`config.mk`:
```
export PLATFORM = sky130hd
export DESIGN_NAME = nvic_irq_arbiter
export DESIGN_NICKNAME = d
export VERILOG_FILES = /design/src/rtl/nvic_irq_arbiter.sv
export SDC_FILE = /design/constraint.sdc
export NUM_CORES = 1
export LEC_CHECK = 0
export ABC_AREA = 1
export BUFFER_PORTS_ARGS = -buffer_cell sky130_fd_sc_hd__buf_2
export CORE_UTILIZATION = 40
export DETAILED_ROUTE_END_ITERATION = 16
export RECOVER_POWER = 100
export SYNTH_ARGS = -nofsm -noshare
export SYNTH_HDL_FRONTEND = slang
export SYNTH_SLANG_ARGS = --single-unit
```
`constraint.sdc`:
```
create_clock -name clk -period 26.3 [get_ports clk]
set_input_delay 5.26 -clock clk [delete_from_list [all_inputs] [get_ports clk]]
set_output_delay 5.26 -clock clk [all_outputs]
set_load 0.05 [all_outputs]
```
`src/rtl/nvic_irq_arbiter.sv`:
```
// nvic_irq_arbiter: sticky pending latch, per-line priority arbitration and request/ack/done tracking
module nvic_irq_arbiter #(
  parameter int NUM_IRQ = 21,
  parameter int PRIO_W  = 4,
  parameter int ID_W    = 5
) (
  input  logic               clk,
  input  logic               rst,
  input  logic [NUM_IRQ-1:0] irq_pulse_i,
  input  logic [NUM_IRQ-1:0] irq_enable_i,
  input  logic [NUM_IRQ-1:0] pend_clr_i,
  input  logic               prio_wr_en_i,
  input  logic [ID_W-1:0]    prio_wr_idx_i,
  input  logic [PRIO_W-1:0]  prio_wr_data_i,
  input  logic               irq_ack_i,
  input  logic               irq_done_i,
  output logic               irq_req_o,
  output logic [ID_W-1:0]    irq_id_o,
  output logic [PRIO_W-1:0]  irq_prio_o,
  output logic [NUM_IRQ-1:0] pending_o,
  output logic               active_valid_o,
  output logic [ID_W-1:0]    active_id_o
);
  typedef enum logic [1:0] {IDLE, REQ, ACTIVE} state_e;
  state_e state_q, state_d;
  logic [NUM_IRQ-1:0] pending_q, pending_d, elig, ack_mask;
  logic [PRIO_W-1:0] prio_q [NUM_IRQ];
  logic [ID_W-1:0] win_id, irq_id_q, irq_id_d, active_id_q, active_id_d;
  logic [PRIO_W-1:0] win_prio, irq_prio_q, irq_prio_d;
  logic any_elig, ack_acc, irq_req_q, irq_req_d, active_valid_q, active_valid_d;

  assign elig      = pending_q & irq_enable_i;
  assign any_elig  = |elig;
  assign ack_acc   = state_q == REQ && irq_ack_i;
  assign ack_mask  = ack_acc ? NUM_IRQ'(1) << irq_id_q : '0;
  assign pending_d = (pending_q & ~(pend_clr_i | ack_mask)) | irq_pulse_i;

  // scan high to low with <= so the lowest index wins among equal priorities
  always_comb begin
    win_id   = '0;
    win_prio = '1;
    for (int k = NUM_IRQ - 1; k >= 0; k--) begin
      if (elig[k] && prio_q[k] <= win_prio) begin
        win_id   = ID_W'(k);
        win_prio = prio_q[k];
      end
    end
  end

  // next state: acks only count while a request is presented, done only while active
  always_comb begin
    state_d = state_q;
    case (state_q)
      IDLE:    state_d = any_elig ? REQ : IDLE;
      REQ:     state_d = irq_ack_i ? ACTIVE : any_elig ? REQ : IDLE;
      ACTIVE:  state_d = irq_done_i ? IDLE : ACTIVE;
      default: state_d = IDLE;
    endcase
  end

  // registered outputs: the presented id tracks the live winner while requesting
  always_comb begin
    irq_req_d      = state_d == REQ;
    irq_id_d       = irq_req_d ? win_id : irq_id_q;
    irq_prio_d     = irq_req_d ? win_prio : irq_prio_q;
    active_valid_d = state_d == ACTIVE;
    active_id_d    = ack_acc ? irq_id_q : active_id_q;
  end

  // state and handshake registers
  always_ff @(posedge clk) begin
    if (rst) begin
      state_q        <= IDLE;
      irq_req_q      <= 1'b0;
      irq_id_q       <= '0;
      irq_prio_q     <= '0;
      active_valid_q <= 1'b0;
      active_id_q    <= '0;
    end else begin
      state_q        <= state_d;
      irq_req_q      <= irq_req_d;
      irq_id_q       <= irq_id_d;
      irq_prio_q     <= irq_prio_d;
      active_valid_q <= active_valid_d;
      active_id_q    <= active_id_d;
    end
  end

  // pending latch and priority table; out-of-range priority writes are dropped
  always_ff @(posedge clk) begin
    if (rst) begin
      pending_q <= '0;
      for (int k = 0; k < NUM_IRQ; k++) prio_q[k] <= '0;
    end else begin
      pending_q <= pending_d;
      if (prio_wr_en_i && 32'(prio_wr_idx_i) < NUM_IRQ) prio_q[prio_wr_idx_i] <= prio_wr_data_i;
    end
  end

  assign irq_req_o      = irq_req_q;
  assign irq_id_o       = irq_id_q;
  assign irq_prio_o     = irq_prio_q;
  assign pending_o      = pending_q;
  assign active_valid_o = active_valid_q;
  assign active_id_o    = active_id_q;
endmodule

```
==> summary.txt <==
Critical path
  • Crit path max fanout: 8
  • Slowest CP cell: ha_1
  • R2r setup slk: 6.21 ns
  • Worst EP required: 26.65 ns
  • Crit path launch type: primary input
  • R2R Path Start: pending_o[20]
  • Critical path's largest stage delay: 0.33 ns
  • WP data arrival: 24.89 ns
  • Crit-path most repeated cell: nand2_1
  • Reg2Reg Capture Point: irq_id_o[3]
  • Worst Setup End Kind: flop
  • Kind of critical path: in -> reg
  • Crit path from: irq_enable_i[20]
  • Reg2reg path depth: 178

Placement
  • PortBufs: between 100 and 150
  • Hpwl dp: 18.8 mm
  • Placed insts: 1593
  • RePlAce Congestion: 0.885
  • Placed Area: just under 0.01 mm^2

Global route
  • Largest net degree at the start of global routing: 36
  • First-pass GRT wire length: 37.8 mm
  • Initial antenna violation count: 0
  • Aggregate global-route resource usage: 22.6%
  • Vias in the first global route: ~7400
  • Global route overflow: 0

Drt
  • Total Wirelength: 24.7 mm
  • Post-route ant nets: 0
  • DR iter-0 viols: 530
  • Pre-antenna DRT Iters: 5
  • Drt via density: between 4 and 5
  • Drc violations: 0
  • Detailed-route via count: 8287
  • Average wire per standard cell: 14.9 um

Die
  • Core Rows: 52
  • Chip height: 147 um
  • Initial core utilization: between 40% and 50%
  • Die X: approximately 150 um
  • I/O Pins: 114
  • Die area: 0.0217 mm^2
  • Core area: 0.0205 mm^2

Run status
  • Status: finished, final reports clean

Power and ir drop
  • Proportion of power drawn by the clock network: roughly 29%
  • Combinational power share: 42.9%
  • Reg power frac: around 28%
  • Peak supply drop: 0.0598 mV
  • NetSw: 0.000316 W
  • Switching share of power: a little under two fifths
  • Leak Pwr: around 5.5 nW
  • Total power: 0.000844 W
  • Internal power: 0.000528 W
  • Cell Pwr Density: 77.7 mW/mm^2

Yosys
  • Synth async-reset ratio: 0%
  • Yosys reg bits: 123
  • Sequential fraction of the synthesis area: 39.1%
  • Synthesized area per cell: 7.25 um^2
  • Yosys top cell by area: edfxtp_1
  • Largest family of logic cells by synthesized area: simple AND/OR/NAND/NOR gates
  • Post-Syn Instances: 1165
  • Syn Nets: 1296
  • Top cells by count, synth: 307 x nand2_1, 163 x inv_1, 157 x nor2_1, 84 x edfxtp_1, 83 x nand3_1
  • Synth Area in Compound Gates: 8.67%
  • Adder-cell share of the synthesized area: under 10%
  • Distinct cell type count after synthesis: 31
  • Mapped cell area: 0.00844 mm^2
  • EDFF count, synth: 84
  • Synth Area in XOR/XNOR: 0%
  • Post-synth top flop: edfxtp_1
  • Total number of yosys warnings: 0
  • Synth top area share: 29.9%
  • Mux cell area share after synthesis: 0%
  • Top cells by area, synth: edfxtp_1 30%, nand2_1 14%, dfxtp_1 9.2%
  • Top-count cell post-synth: nand2_1
  • Simple-gate share of the synthesized area: between 30 and 40%

Layout
  • Post-route cell area: about 0.011 mm^2
  • ANT cells: 0
  • Share of cells above drive strength 1: between 20% and 30%
  • Post-route insts no fill: 1660
  • Fin nets: 1508
  • Fin util: 53.0%
  • Synth-to-Final Area Change: 28.6%

Timing
  • Max-Slew Margin vs Limit: 32.8%
  • Worst-margin pin slew: 1.01 ns
  • Crit path time final: 24.54 ns
  • Final period utilization: 93.3%
  • Slew Limit Fails: 0
  • Setup TNS: 0 ns
  • Highest Clock Rate: between 40 and 50 MHz
  • Finish-stage setup viols: 0
  • Final hold violations: 0
  • Fin Clk Skew: 0.0103 ns

CTS
  • Clock Sinks: 123
  • Clk Latency, worst-skew pair: 0.42 ns
  • Total CTS buffers: 17
  • Clock root buffer: clkbuf_16
  • CTS tree: done
  • Reg clk slew, reported paths: 0.06 ns
  • H-tree depth: 4
  • Clock Path Buffers: 2

Flow run
  • Number of max-cap violations: 0

Worst hold path
  • Hold Path Stages: 2
  • HP Class: reg -> reg
  • Worst Hold End: irq_prio_o[3]
  • Hold_sp: irq_prio_o[3]
routing by layer:
layer,vias up,wire length (um),global-route usage (%)
met1,3795,11100,30.4
met2,216,11700,36.9
li1,4250,-,-
met4,0,504,7.01
met5,-,0,0
met3,26,1360,3.79
worst max-delay path by stage:
| stage | cells after the start | slack, ns | end |
|---|---|---|---|
| 2_1_floorplan | 163 | 2.38 | irq_id_o[2] |
| 3_3_place_gp | 166 | 0.20 | irq_id_o[4] |
| 3_5_place_dp | 166 | -0.03 | irq_id_o[4] |
| 4_1_cts | 166 | 0.30 | irq_id_o[3] |
| 5_1_grt | 182 | -0.17 | irq_id_o[3] |
| 6_report | 179 | 1.76 | irq_id_o[3] |
stage by stage:
stage                     setup slack (ns)  hold WS (ns)
after floorplan                       2.38         0.542
after global placement               0.204         0.452
after detailed placement           -0.0343         0.459
after CTS                            0.298         0.468
after global routing                -0.174         0.487
final                                 1.76         0.466
critical path, delay by kind of cell:
kind                       cells  cell delay, ns
and+or+nand+nor              110            9.66
adders and majority gates     20            5.74
buffers and inverters         21            1.65
AOI/OAI and AO/OA             28            2.52
power by group through the flow:
stage | logic, W | clock network, W | registers, W
finish | 0.000362 | 0.000246 | 0.000235
global route | 0.000404 | 0.000257 | 0.000237
CTS | 0.000323 | 0.000249 | 0.000234
detailed placement | 0.000321 | 0 | 0.000238
global placement | 0.000317 | 0 | 0.000238
floorplan | 0.000198 | 0 | 0.000257
placed cells by master (no fill, tap or decap), drive strengths merged, types with 2 or more instances in the layout:
master,n
clkbuf,64
nor2,160
inv,165
buf,173
nand4,33
and2,3
a31oi,6
nor4,3
nor3,12
nand3,84
a21oi,52
edfxtp,84
nand3b,21
nand2,353
ha,54
o21ai,52
dfxtp,39
or2,4
o211ai,2
o21bai,17
clkinv,2
clkinvlp,2
sequential cells by signal, indices dropped and copies added (netlist names):
register	flops
active_valid_o	1
irq_id_o	5
irq_prio_o	4
prio_q	84
state_q	2
irq_req_o	1
pending_o	21
active_id_o	5
cells by family after synthesis:
family,Yosys count
compound gates,133
fa+ha+maj,54
buf+inv,183
flops,123
simple gates,672
layout make-up:
cell class                 instances  area, um^2
fill                            2032        9630
multi-input combinational        860        4720
sequential                       123        3300
timing repair buffer             211        1260
inverter                         164         616
clock buffer                      26         563
tap                              270         338
clock inverter                     6        68.8
repair_timing:
| action | 4_1_cts | 5_1_grt |
|---|---|---|
| endpoints found under the setup margin | 0 | 9 |
| hold buffers | 0 | 0 |
| setup buffers | 0 | 34 |
| gates resized for setup | 0 | 104 |
No activity file was read; power rests on OpenSTA's default activity.
